$ cat config.mk
export PLATFORM = sky130hd
export DESIGN_NAME = dbuf_pingpong_sched
export DESIGN_NICKNAME = d
export VERILOG_FILES = /design/src/rtl/dbuf_pkg.sv /design/src/rtl/dbuf_slot_ctrl.sv /design/src/rtl/dbuf_pingpong_sched.sv
export SDC_FILE = /design/constraint.sdc
export NUM_CORES = 1
export LEC_CHECK = 0
export ABC_CLOCK_PERIOD_IN_PS = 2650
export BUFFER_PORTS_ARGS = -buffer_cell sky130_fd_sc_hd__buf_2
export CAP_MARGIN = 25
export CELL_PAD_IN_SITES_DETAIL_PLACEMENT = 1
export CELL_PAD_IN_SITES_GLOBAL_PLACEMENT = 1
export CORE_MARGIN = 2
export CORE_UTILIZATION = 44
export CTS_CLUSTER_DIAMETER = 150
export DETAILED_ROUTE_END_ITERATION = 10
export GPL_TIMING_DRIVEN = 0
export PLACE_DENSITY_LB_ADDON = 0.1
export SKIP_CTS_REPAIR_TIMING = 1
export SLEW_MARGIN = 20
export SYNTH_ARGS = -nofsm -noshare
export SYNTH_HDL_FRONTEND = slang
export SYNTH_HIERARCHICAL = 1
export SYNTH_SLANG_ARGS = --single-unit
$ cat constraint.sdc
create_clock -name clk_i -period 2.65 [get_ports clk_i]
set_input_delay 0 -clock clk_i [delete_from_list [all_inputs] [get_ports clk_i]]
set_output_delay 0 -clock clk_i [all_outputs]
set_load 0.02 [all_outputs]
$ cat src/rtl/dbuf_pkg.sv
// Shared types and helpers for the ping-pong write-buffer scheduler.
package dbuf_pkg;

    typedef enum logic [1:0] {
        SLOT_EMPTY    = 2'd0,
        SLOT_FILLING  = 2'd1,
        SLOT_FULL     = 2'd2,
        SLOT_DRAINING = 2'd3
    } slot_state_t;

    localparam int NUM_SLOTS = 2;
    localparam int STAT_W    = 32;

    function automatic logic [STAT_W-1:0] sat_inc(input logic [STAT_W-1:0] v);
        return (&v) ? v : v + {{(STAT_W-1){1'b0}}, 1'b1};
    endfunction

endpackage

$ cat src/rtl/dbuf_slot_ctrl.sv
// One buffer slot: lifecycle state EMPTY -> FILLING -> FULL -> DRAINING and its beat counter.
module dbuf_slot_ctrl
    import dbuf_pkg::*;
#(
    parameter int DEPTH_g = 256,
    parameter int CNT_W_g = $clog2(DEPTH_g + 1)
) (
    input  logic               clk_i,
    input  logic               rst_i,
    input  logic               start_fill,
    input  logic               beat,
    input  logic               fill_done,
    input  logic               start_drain,
    input  logic               drain_done,
    output slot_state_t        state,
    output logic [CNT_W_g-1:0] count,
    output logic               overflow
);

    localparam logic [CNT_W_g-1:0] DEPTH_C = CNT_W_g'(DEPTH_g);

    slot_state_t        state_q, state_d;
    logic [CNT_W_g-1:0] count_q, count_d, count_inc;

    // Next-state and counter update; a beat on the done cycle is counted before the empty check.
    always_comb begin
        state_d   = state_q;
        count_d   = count_q;
        count_inc = count_q;
        overflow  = 1'b0;
        case (state_q)
            SLOT_EMPTY: begin
                if (start_fill) begin
                    state_d = SLOT_FILLING;
                    count_d = '0;
                end else begin
                    state_d = SLOT_EMPTY;
                end
            end
            SLOT_FILLING: begin
                if (beat && (count_q == DEPTH_C)) begin
                    overflow = 1'b1;
                end else if (beat) begin
                    count_inc = count_q + {{(CNT_W_g-1){1'b0}}, 1'b1};
                end else begin
                    count_inc = count_q;
                end
                count_d = count_inc;
                if (fill_done) begin
                    state_d = (count_inc == '0) ? SLOT_EMPTY : SLOT_FULL;
                end else begin
                    state_d = SLOT_FILLING;
                end
            end
            SLOT_FULL: begin
                state_d = start_drain ? SLOT_DRAINING : SLOT_FULL;
            end
            SLOT_DRAINING: begin
                if (drain_done) begin
                    state_d = SLOT_EMPTY;
                    count_d = '0;
                end else begin
                    state_d = SLOT_DRAINING;
                end
            end
            default: begin
                state_d = SLOT_EMPTY;
                count_d = '0;
            end
        endcase
    end

    // Slot state and beat-count registers.
    always_ff @(posedge clk_i) begin
        if (rst_i) begin
            state_q <= SLOT_EMPTY;
            count_q <= '0;
        end else begin
            state_q <= state_d;
            count_q <= count_d;
        end
    end

    assign state = state_q;
    assign count = count_q;

endmodule

$ cat src/rtl/dbuf_pingpong_sched.sv
// Two-slot ping-pong write-buffer scheduler: grant, fill-order offer, recycle, sticky error.
// Optional statistics counters are built when DBUF_SCHED_STATS_EN is defined.
module dbuf_pingpong_sched
    import dbuf_pkg::*;
#(
    parameter int DEPTH_g = 256,
    parameter int CNT_W_g = $clog2(DEPTH_g + 1)
) (
    input  logic               clk_i,
    input  logic               rst_i,
    input  logic               wr_req_i,
    output logic               wr_gnt_o,
    output logic               wr_sel_o,
    input  logic               wr_beat_i,
    input  logic               wr_done_i,
    output logic               rd_valid_o,
    input  logic               rd_ready_i,
    output logic               rd_sel_o,
    output logic [CNT_W_g-1:0] rd_len_o,
    input  logic               rd_done_i,
    output logic               err_o
`ifdef DBUF_SCHED_STATS_EN
    ,
    output logic [STAT_W-1:0]  stat_fills_o,
    output logic [STAT_W-1:0]  stat_drains_o,
    output logic [STAT_W-1:0]  stat_stall_o
`endif
);

    slot_state_t          st_s  [NUM_SLOTS];
    logic [CNT_W_g-1:0]   cnt_s [NUM_SLOTS];
    logic [NUM_SLOTS-1:0] ovf_s, start_fill_s, beat_s, fill_done_s, start_drain_s, drain_done_s;
    logic any_empty_s, any_filling_s, any_draining_s;
    logic empty_idx_s, fill_idx_s, drain_idx_s, other_fill_s, other_order_s, rd_sel_s;
    logic gnt_s, offer_s, accept_s, fill_ok_s, fill_nonempty_s, drain_ok_s;
    logic wr_sel_q, wr_sel_d, order_q, order_d, err_q, err_d;

    for (genvar g = 0; g < NUM_SLOTS; g++) begin : g_slot
        dbuf_slot_ctrl #(
            .DEPTH_g (DEPTH_g),
            .CNT_W_g (CNT_W_g)
        ) u_slot (
            .clk_i       (clk_i),
            .rst_i       (rst_i),
            .start_fill  (start_fill_s[g]),
            .beat        (beat_s[g]),
            .fill_done   (fill_done_s[g]),
            .start_drain (start_drain_s[g]),
            .drain_done  (drain_done_s[g]),
            .state       (st_s[g]),
            .count       (cnt_s[g]),
            .overflow    (ovf_s[g])
        );
    end

    // Slot-state summary; scanning downwards leaves the lowest EMPTY index selected.
    always_comb begin
        any_empty_s    = 1'b0;
        any_filling_s  = 1'b0;
        any_draining_s = 1'b0;
        empty_idx_s    = 1'b0;
        fill_idx_s     = 1'b0;
        drain_idx_s    = 1'b0;
        for (int i = NUM_SLOTS - 1; i >= 0; i--) begin
            case (st_s[i])
                SLOT_EMPTY:    begin any_empty_s    = 1'b1; empty_idx_s = 1'(i); end
                SLOT_FILLING:  begin any_filling_s  = 1'b1; fill_idx_s  = 1'(i); end
                SLOT_DRAINING: begin any_draining_s = 1'b1; drain_idx_s = 1'(i); end
                default:       begin any_empty_s    = any_empty_s; end
            endcase
        end
    end

    // Grant/offer arbitration, slot strobes, fill-order pointer and error accumulation.
    always_comb begin
        gnt_s           = wr_req_i & any_empty_s & ~any_filling_s;
        offer_s         = (st_s[order_q] == SLOT_FULL) & ~any_draining_s;
        accept_s        = offer_s & rd_ready_i;
        fill_ok_s       = wr_done_i & any_filling_s;
        fill_nonempty_s = fill_ok_s & ((cnt_s[fill_idx_s] != '0) | wr_beat_i);
        drain_ok_s      = rd_done_i & any_draining_s;
        other_fill_s    = ~fill_idx_s;
        other_order_s   = ~order_q;
        rd_sel_s        = any_draining_s ? drain_idx_s : order_q;

        start_fill_s  = '0;
        beat_s        = '0;
        fill_done_s   = '0;
        start_drain_s = '0;
        drain_done_s  = '0;
        start_fill_s[empty_idx_s]  = gnt_s;
        beat_s[fill_idx_s]         = wr_beat_i & any_filling_s;
        fill_done_s[fill_idx_s]    = fill_ok_s;
        start_drain_s[order_q]     = accept_s;
        drain_done_s[drain_idx_s]  = drain_ok_s;

        // A completed fill is the oldest only if no other slot stays FULL past this cycle.
        if (fill_nonempty_s && !((st_s[other_fill_s] == SLOT_FULL) && !accept_s)) begin
            order_d = fill_idx_s;
        end else if (!fill_nonempty_s && accept_s && (st_s[other_order_s] == SLOT_FULL)) begin
            order_d = other_order_s;
        end else begin
            order_d = order_q;
        end

        wr_sel_d = gnt_s ? empty_idx_s : wr_sel_q;
        err_d    = err_q | (|ovf_s)
                 | ((wr_beat_i | wr_done_i) & ~any_filling_s)
                 | (rd_done_i & ~any_draining_s);
    end

    // Scheduler registers.
    always_ff @(posedge clk_i) begin
        if (rst_i) begin
            wr_sel_q <= 1'b0;
            order_q  <= 1'b0;
            err_q    <= 1'b0;
        end else begin
            wr_sel_q <= wr_sel_d;
            order_q  <= order_d;
            err_q    <= err_d;
        end
    end

    assign wr_gnt_o   = gnt_s;
    assign wr_sel_o   = wr_sel_q;
    assign rd_valid_o = offer_s;
    assign rd_sel_o   = rd_sel_s;
    assign rd_len_o   = cnt_s[rd_sel_s];
    assign err_o      = err_q;

`ifdef DBUF_SCHED_STATS_EN
    logic [STAT_W-1:0] fills_q, fills_d, drains_q, drains_d, stall_q, stall_d;

    // Saturating statistics next values.
    always_comb begin
        fills_d  = fill_nonempty_s         ? sat_inc(fills_q)  : fills_q;
        drains_d = drain_ok_s              ? sat_inc(drains_q) : drains_q;
        stall_d  = (wr_req_i & ~gnt_s)     ? sat_inc(stall_q)  : stall_q;
    end

    // Statistics registers.
    always_ff @(posedge clk_i) begin
        if (rst_i) begin
            fills_q  <= '0;
            drains_q <= '0;
            stall_q  <= '0;
        end else begin
            fills_q  <= fills_d;
            drains_q <= drains_d;
            stall_q  <= stall_d;
        end
    end

    assign stat_fills_o  = fills_q;
    assign stat_drains_o = drains_q;
    assign stat_stall_o  = stall_q;
`endif

endmodule

==> run summary, run 1 <==
Routability cong.: 0.880
Ports: 21
Clock sinks: 25
Hpwl dp: 4280 um
DR vias: 2082
Clock buffer count from CTS: 3
Reg-to-Reg Start: g_slot[1].u_slot/state[1]
Synth Area per Inst: 7.75 um^2
Relative slew slack: 49.3%
Worst skew pair latency: 0.27 ns
Syn_nets: 279
Synth top area share: 24.1%
H-tree depth: 1
Top cells by area, synth: dfxtp_1 24%, nor2_1 7.0%, a21oi_1 6.7%
CTS tree: done
# setup viols final: 0
DRT Pass-1 Iters: 4
Synthesized area: 2080 um^2
CP endpoint kind: register
Die ar.: 5290 um^2
First-pass GRT wire length: 9960 um
Initial antenna violation count: 0
CTS clk-pin slew, worst paths: 0.09 ns
Leakage: 0.880 nW
Die width: 72.7 um
Routed Antenna Nets: 0
Tot GR Track Use: 23.7%
Status: finished, final reports clean
Crit Path Class: register to register
I/O Buffers: 20
Register bit total from synthesis: 25
Die Ht: 72.7 um
Main synth FF type: dfxtp_1
Startpoint Class: register
Final setup TNS: 0 ns
Cell variety after synth: 48
Crit path required time: 2.86 ns
N_diodes: 0
Seq/Total Area, Yosys: 24.1%
F_max: 423 MHz
Vias in the first global route: 2052
Remaining DRCs: 0
Finished Core Util: 51.7%
Syn Inst Count: 268
Core Box Area: 4440 um^2
Area of the multi-input gates: 1480 um^2
Period utilization: 89.3%
DR iter-0 viols: 52
Max_cap viols: 0
WP data arrival: 2.57 ns
Rows: 24
Root Driver: clkbuf_8
Worst vdd ir: 0.000162 V
Clock skew: 0.00279 ns
Total number of yosys warnings: 6
Routed WL per cell: 16.8 um
Final Max Slew Viols: 0
Net total in the final layout: 304
Post-synth top area cell: dfxtp_1
Filler cell count: 585
Layout cell share with drive strength beyond 1: 23.3%
Starting Density: 46.7%
Synth cell count leaders: 39 x nor2_1, 28 x a21oi_1, 25 x dfxtp_1, 15 x o21ai_0, 14 x nand2_1
Area growth syn-to-layout: 10.5%
Min Clock Period, post-route: 2.37 ns
Register Area: 502 um^2
Drt via density: 6.05
Worst Setup SP: g_slot[1].u_slot/state[1]
CP max FO: 9
Slew @ Worst Pin: 0.761 ns
Max clock buf depth: 2
Most common cell in the netlist: nor2_1
Power density cells: 317 nW/um^2
Hold Crit Start: rst_i
Final Hold Vio Count: 0
Tightest Hold Check Type: input pin to register
Pin count of the biggest net entering global routing: 14
Post-synth EDFFs: 0
Synth async-reset ratio: 0%
Total Routed Length: 5780 um
Overflow after GRT: 0
RSZ-0062 raised after global routing: no
cell type report:
type	count	area share [%]
multi-input combinational	227	64.5
sequential	25	21.9
inverter	5	0.817
tap	52	2.83
timing repair buffer	20	4.36
buffer	11	3.71
clock buffer	4	1.96
layout by cell type (no fill, tap or decap), types with 8 or more instances in the layout:
master   synthesis  routed
nand2_1         14      14
a21oi_1         28      28
mux2_2           9       9
nor3_1          10      10
dfxtp_1         25      24
buf_2            3      23
o21ai_0         15      15
nor2_1          39      39
nand4_1          8       8
critical path, cell delays in order, from the launching register on:
cell      delay [ns]
dfxtp_1         0.39
clkbuf_1        0.23
nor2b_2         0.18
nor2b_2         0.21
and2_2          0.28
and2_1          0.27
nand2_1         0.13
or4_1           0.47
a21oi_1         0.14
path summary, 6_finish.rpt:
check	to	slack (ns)	cells after the start
setup / recovery	g_slot[1].u_slot/count[8]	0.28	8
hold / removal	err_o	0.01	2
setup reg to reg	g_slot[1].u_slot/count[8]	0.28	8
hold reg to reg	wr_sel_o	0.53	2
sequential cells by signal, indices dropped and copies added (netlist names):
register and flops:
err_o 1, g_slot.u_slot/count 18, g_slot.u_slot/state 4, order_q 1
wr_sel_o 1
stage by stage:
step | setup WS [ns] | std cells | hold slack [ns] | cell area [um^2] | total power [mW]
floorplan | 0.413 | 268 | 0.0691 | 2080 | 0.467
CTS | 0.0110 | 344 | 0.00366 | 2290 | 0.739
detailed placement | 0.0433 | 340 | 0.301 | 2240 | 0.501
global route | 0.0417 | 344 | 0.00636 | 2300 | 0.775
finish | 0.283 | 344 | 0.0109 | 2300 | 0.729
global placement | 0.0725 | 340 | 0.299 | 2240 | 0.499
cell families (layout without fill, tap and decap cells):
| group | count (synthesis) | in the layout | synth area share (%) |
|---|---|---|---|
| compound gates | 77 | 77 | 24.8 |
| xor+xnor | 5 | 5 | 2.11 |
| fa+ha+maj | 4 | 4 | 2.41 |
| buf+inv | 16 | 40 | 5.00 |
| flops | 25 | 25 | 24.1 |
| mux | 14 | 14 | 7.29 |
| simple gates | 127 | 127 | 34.3 |
power breakdown:
group / switching (mW) / internal, mW
registers: 0.00465 / 0.379
logic: 0.0698 / 0.0400
clock network: 0.127 / 0.108
total: 0.202 / 0.527
per-layer routing:
metal | part of all wire (%) | wire length, um | GRT usage, %
met2 | 45 | 2580 | 38.3
met1 | 51 | 2950 | 33.7
met5 | 0 | 0 | 0
met3 | 3.5 | 203 | 2.21
met4 | 0.83 | 48 | 6.17
Note: power is estimated with default switching activity, not from simulation.
==> run 2: changes to the inputs <==
--- a/config.mk
+++ b/config.mk
@@ -5,7 +5,7 @@
 export SDC_FILE = /design/constraint.sdc
 export NUM_CORES = 1
 export LEC_CHECK = 0
-export ABC_CLOCK_PERIOD_IN_PS = 2650
+export ABC_CLOCK_PERIOD_IN_PS = 2500
 export BUFFER_PORTS_ARGS = -buffer_cell sky130_fd_sc_hd__buf_2
 export CAP_MARGIN = 25
 export CELL_PAD_IN_SITES_DETAIL_PLACEMENT = 1
@@ -15,7 +15,8 @@
 export CTS_CLUSTER_DIAMETER = 150
 export DETAILED_ROUTE_END_ITERATION = 10
 export GPL_TIMING_DRIVEN = 0
-export PLACE_DENSITY_LB_ADDON = 0.1
+export PLACE_DENSITY_LB_ADDON = 0.08
+export RECOVER_POWER = 25
 export SKIP_CTS_REPAIR_TIMING = 1
 export SLEW_MARGIN = 20
 export SYNTH_ARGS = -nofsm -noshare
==> constraint.sdc (replaced) <==
create_clock -name clk_i -period 2.5 [get_ports clk_i]
set_input_delay 0 -clock clk_i [delete_from_list [all_inputs] [get_ports clk_i]]
set_output_delay 0 -clock clk_i [all_outputs]
set_load 0.02 [all_outputs]
==> run 2 against run 1 <==
  * Via count fell by 1.3%
  * Register-to-register slack got worse by 0.08 ns
  * Clock power up 7%
  * Non-clock buffer count did not move
  * Highest routed layer unchanged
  * Largest power group unchanged
  * Combinational power is 5% higher
  * First-iteration DRC count rose by 88%
==> run summary, run 2 (synthesis results as in run 1) <==
Rows: 24 (unchanged)
Die ar.: 5290 um^2 (unchanged)
CTS tree: done
Routed WL per cell: 17.3 um (+2.9%)
WP data arrival: 2.50 ns (-0.07 ns)
Power density cells: 337 nW/um^2 (+6.2%)
Total Routed Length: 5940 um (+2.9%)
CP max FO: 10 (+1)
Area growth syn-to-layout: 10.6% (about the same)
Net total in the final layout: 304 (unchanged)
Register Area: 502 um^2 (unchanged)
Reg2Reg Depth: 8 (unchanged)
Hold-critical path depth: 2 (unchanged)
Min Clock Period, post-route: 2.30 ns (-0.0686 ns)
Overflow after GRT: 0 (unchanged)
Clock skew: 0.00282 ns (+0.0000298 ns)
Startpoint Class: register
Clock buffer count from CTS: 3 (unchanged)
CP cell instances: clkbuf_1 > nor2_1 > nand2_1 > nor2_1 > nor2b_1 > a21oi_1 > o21ai_0 > a21oi_1
Core Box Area: 4440 um^2 (unchanged)
Final Max Slew Viols: 0 (unchanged)
H-tree depth: 1 (unchanged)
Drt via density: 5.97 (-1.3%)
Worst Path Buf+Inv: 1 (unchanged)
Crit-path slowest cell: a21oi_1
Leakage: 0.869 nW (-1.2%)
Ports: 21 (unchanged)
Hold Slack: 0.00843 ns (-0.00242 ns)
CP max stage delay: 0.57 ns (+0.10 ns)
I/O Buffers: 20 (unchanged)
Area of the multi-input gates: 1490 um^2 (+0.34%)
Initial antenna violation count: 0 (unchanged)
Crit Path Class: register to register
Crit path required time: 2.70 ns (-0.16 ns)
# setup viols final: 0 (unchanged)
Most frequent cells in the layout: 39 x nor2_1, 28 x a21oi_1, 24 x dfxtp_1, 19 x buf_2, 15 x o21ai_0
Max clock buf depth: 2 (unchanged)
Worst skew pair latency: 0.27 ns (about the same)
Relative slew slack: 52.5% (+3.2 points)
CTS clk-pin slew, worst paths: 0.09 ns (about the same)
Vias in the first global route: 2011 (-2.0%)
Filler cell count: 580 (-0.85%)
Slew @ Worst Pin: 0.713 ns (-0.0478 ns)
Pin count of the biggest net entering global routing: 14 (unchanged)
First-pass GRT wire length: 10200 um (+2.0%)
Hpwl dp: 4280 um (-0.14%)
Period utilization: 91.9% (+2.6 points)
Layout cell share with drive strength beyond 1: 22.9% (-0.34 points)
DR iter-0 viols: 98 (+88%)
DR vias: 2054 (-1.3%)
Total power: 774 uW (+6.3%)
Commonest non-fill, non-tap cell in the layout: nor2_1
Tightest Hold Check Type: input pin to register
Worst vdd ir: 0.000167 V (+2.8%)
Remaining DRCs: 0 (unchanged)
Routed Antenna Nets: 0 (unchanged)
Top Family by Delay on Critical Path: compound AO/OA/AOI/OAI gates
CP endpoint kind: register
Status: finished, final reports clean
Tot GR Track Use: 24.3% (+0.63 points)
Die Ht: 72.7 um (unchanged)
Starting Density: 46.7% (unchanged)
Die width: 72.7 um (unchanged)
Clock sinks: 25 (unchanged)
N_diodes: 0 (unchanged)
Max_cap viols: 0 (unchanged)
Routability cong.: 0.830 (-5.7%)
Crit path depth: 8 (unchanged)
Largest register FFs: 18 (unchanged)
Root Driver: clkbuf_8
Final Hold Vio Count: 0 (unchanged)
F_max: 435 MHz (+3.0%)
DRT Pass-1 Iters: 4 (unchanged)
==> run 2: cell types whose count changed in the layout (fill, tap and decap cells not counted) <==
cell      delta
and2_1       -1
and2_4       +1
buf_2        -4
clkbuf_1     +3
clkbuf_2     +1
nor2b_1      -1
nor2b_2      +1
==> run 2: path summary, 6_finish.rpt <==
path	slack (ns)	end	start
worst max-delay path	0.20	g_slot[0].u_slot/count[2]	g_slot[0].u_slot/state[1]
worst min-delay path	0.008	err_o	rst_i
worst max register to register	0.20	g_slot[0].u_slot/count[2]	g_slot[0].u_slot/state[1]
worst min register to register	0.53	wr_sel_o	wr_sel_o
==> run 2: power breakdown <==
group | switching [mW] | total (mW) | internal [mW] | leakage (nW)
sequential | 0.00538 | 0.408 | 0.402 | 0.202
combinational | 0.0738 | 0.116 | 0.0422 | 0.644
clock | 0.137 | 0.251 | 0.114 | 0.0228
==> run 2: final cells by class <==
type	count	area share, %
inverters	5	0.817
multi-input cells	227	64.7
flip-flops and latches	25	21.8
repair buffers	20	4.19
plain buffers	11	3.70
well taps	52	2.83
clock buffers	4	1.96
==> run 2: routing by layer <==
layer  up-vias  global-route usage (%)  wire [um]
met5         -                       0          0
met4         0                    4.73         25
met3         2                    2.07        139
met2        26                    39.5       2690
met1       989                    35.2       3090
li1       1037                       -          -
==> run 2: stage by stage <==
step	setup TNS (ns)	instance area [um^2]	utilization, %	setup WS, ns	std cells
5_1_grt	-0.00678	2300	51.7	-0.00678	344
3_3_place_gp	-0.170	2240	50.5	-0.0912	340
6_report	0	2300	51.7	0.202	344
3_5_place_dp	-0.228	2240	50.5	-0.0920	340
4_1_cts	-0.378	2290	51.5	-0.134	344
2_1_floorplan	0	2080	-	0.263	268
==> run 3: changes to the inputs <==
--- a/config.mk
+++ b/config.mk
@@ -5,13 +5,13 @@
 export SDC_FILE = /design/constraint.sdc
 export NUM_CORES = 1
 export LEC_CHECK = 0
-export ABC_CLOCK_PERIOD_IN_PS = 2500
+export ABC_CLOCK_PERIOD_IN_PS = 2100
 export BUFFER_PORTS_ARGS = -buffer_cell sky130_fd_sc_hd__buf_2
 export CAP_MARGIN = 25
 export CELL_PAD_IN_SITES_DETAIL_PLACEMENT = 1
 export CELL_PAD_IN_SITES_GLOBAL_PLACEMENT = 1
 export CORE_MARGIN = 2
-export CORE_UTILIZATION = 44
+export CORE_UTILIZATION = 40
 export CTS_CLUSTER_DIAMETER = 150
 export DETAILED_ROUTE_END_ITERATION = 10
 export GPL_TIMING_DRIVEN = 0
==> constraint.sdc (replaced) <==
create_clock -name clk_i -period 2.1 [get_ports clk_i]
set_input_delay 0 -clock clk_i [delete_from_list [all_inputs] [get_ports clk_i]]
set_output_delay 0 -clock clk_i [all_outputs]
set_load 0.02 [all_outputs]
==> run 3 against run 2 <==
  * Clock power grew 24%
  * Die area rose by 9.4%
  * Final cell count rose by 8.1%
  * Clock skew decreased by 0.0015 ns
  * Utilization down 2.7 points
  * Critical path type unchanged
  * Critical endpoint is now g_slot[0].u_slot/state[1]
  * Highest routed layer unchanged
==> run summary, run 3 (synthesis results as in run 1) <==
Status: finished, final reports clean
Total power: 949 uW (+23%)
DRT Pass-1 Iters: 4 (unchanged)
Worst vdd ir: 0.000243 V (+46%)
Starting Density: 40.9% (-5.8 points)
Crit path required time: 2.29 ns (-0.41 ns)
Clock skew: 0.00131 ns (-0.00150 ns)
Max clock buf depth: 2 (unchanged)
Overflow after GRT: 0 (unchanged)
Routed WL per cell: 16.6 um (-4.2%)
Ports: 21 (unchanged)
Largest register FFs: 18 (unchanged)
Area growth syn-to-layout: 19.6%
DR iter-0 viols: 66 (-33%)
Reg2Reg Depth: 7 (-1)
Clock buffer count from CTS: 3 (unchanged)
Leakage: 0.947 nW (+9.0%)
Core Box Area: 5070 um^2 (+14%)
Finished Core Util: 48.9% (-2.7 points)
WP data arrival: 2.17 ns (-0.33 ns)
Reg-to-Reg Start: g_slot[0].u_slot/count[0]
Tot GR Track Use: 21.6% (-2.7 points)
# setup viols final: 0 (unchanged)
Tightest Hold Check Type: input pin to register
Final Max Slew Viols: 0 (unchanged)
Die ar.: 5790 um^2 (+9.4%)
Most frequent cells in the layout: 39 x nor2_1, 25 x a21oi_1, 21 x dfxtp_1, 18 x buf_2, 15 x o21ai_0
Min Clock Period, post-route: 1.98 ns (-0.317 ns)
Worst Setup SP: g_slot[0].u_slot/count[0]
Power density cells: 382 nW/um^2 (+13%)
Filler cell count: 670 (+16%)
Initial antenna violation count: 0 (unchanged)
CTS clk-pin slew, worst paths: 0.10 ns (about the same)
Net total in the final layout: 314 (+3.3%)
R2R setup slack: 0.12 ns (-0.08 ns)
Routability cong.: 0.836 (+0.65%)
Startpoint Class: register
Register Area: 513 um^2 (+2.2%)
Max_cap viols: 0 (unchanged)
Slew @ Worst Pin: 0.527 ns (-0.186 ns)
Total Routed Length: 6160 um (+3.6%)
Hpwl dp: 4370 um (+2.2%)
DR vias: 2100 (+2.2%)
First-pass GRT wire length: 10400 um (+1.8%)
Remaining DRCs: 0 (unchanged)
Commonest non-fill, non-tap cell in the layout: nor2_1
Worst skew pair latency: 0.28 ns (about the same)
CP endpoint kind: register
H-tree depth: 1 (unchanged)
Hold Slack: 0.0177 ns (+0.00924 ns)
Die Ht: 76.1 um (+4.6%)
Pin count of the biggest net entering global routing: 15 (+1)
Drt via density: 5.65 (-5.5%)
I/O Buffers: 20 (unchanged)
Clock sinks: 25 (unchanged)
CP max FO: 10 (unchanged)
Routed Antenna Nets: 0 (unchanged)
Final Hold Vio Count: 0 (unchanged)
Die width: 76.1 um (+4.6%)
Worst Setup EP: g_slot[0].u_slot/state[1]
Crit Path Class: register to register
F_max: 505 MHz (+16%)
Vias in the first global route: 2050 (+1.9%)
Relative slew slack: 64.8% (+12 points)
Layout cell share with drive strength beyond 1: 29.1% (+6.2 points)
Terminus of the critical flop-to-flop path: g_slot[0].u_slot/state[1]
Area of the multi-input gates: 1550 um^2 (+4.0%)
Period utilization: 94.4% (+2.4 points)
N_diodes: 0 (unchanged)
Root Driver: clkbuf_8
CTS tree: done
Rows: 26 (+8.3%)
[run 3: cell count changes in the layout (fill, tap and decap cells not counted), sizes merged]
cell,previous run,this run
buf,23,35
clkinv,0,1
clkbuf,10,7
[run 3: cell type report]
type                    count  area share [%]
plain buffers              11            4.08
clock buffers               3            1.66
clock inverters             1           0.202
inverters                   5           0.756
multi-input cells         227            62.2
flip-flops and latches     25            20.7
well taps                  70            3.53
repair buffers             30            6.90
[run 3: how the worst min path moves through the flow]
| stage | from | endpoint | cells after the start |
|---|---|---|---|
| 5_1_grt | rst_i | err_o | 2 |
| 4_1_cts | rst_i | err_o | 2 |
| 6_report | rst_i | order_q | 2 |
| 3_3_place_gp | rst_i | err_o | 2 |
| 2_1_floorplan | rst_i | err_o | 1 |
| 3_5_place_dp | rst_i | wr_sel_o | 2 |
[run 3: where the power goes]
group          internal (mW)  switching, mW  total, mW
combinational         0.0604         0.0933      0.154
sequential             0.477        0.00785      0.485
clock                  0.134          0.178      0.311
[run 3: stage by stage]
step / setup WS (ns) / TNS [ns] / area, um^2 / std cells
final: 0.119 / 0 / 2480 / 372
after global routing: -0.00847 / -0.0225 / 2480 / 372
after CTS: -0.394 / -4.05 / 2320 / 362
after detailed placement: -0.359 / -2.57 / 2270 / 358
after global placement: -0.346 / -2.40 / 2270 / 358
after floorplan: -0.0187 / -0.0187 / 2080 / 268
[run 3: layer usage]
layer / vias to the layer above / GRT usage (%) / share of wire, % / routed length (um)
met2: 26 / 34.0 / 45 / 2790
li1: 1053 / - / - / -
met5: - / 0 / 0 / 0
met4: 0 / 5.64 / 0.58 / 36
met1: 1017 / 31.3 / 52 / 3180
met3: 4 / 2.49 / 2.4 / 150
[run 3: worst max-delay path, stage by stage, from the launching register on]
cell	delay, ns
dfxtp_1	0.42
inv_1	0.11
ha_1	0.14
or4b_4	0.49
o21ai_4	0.21
mux2i_1	0.24
nor2_1	0.06
a311oi_1	0.20
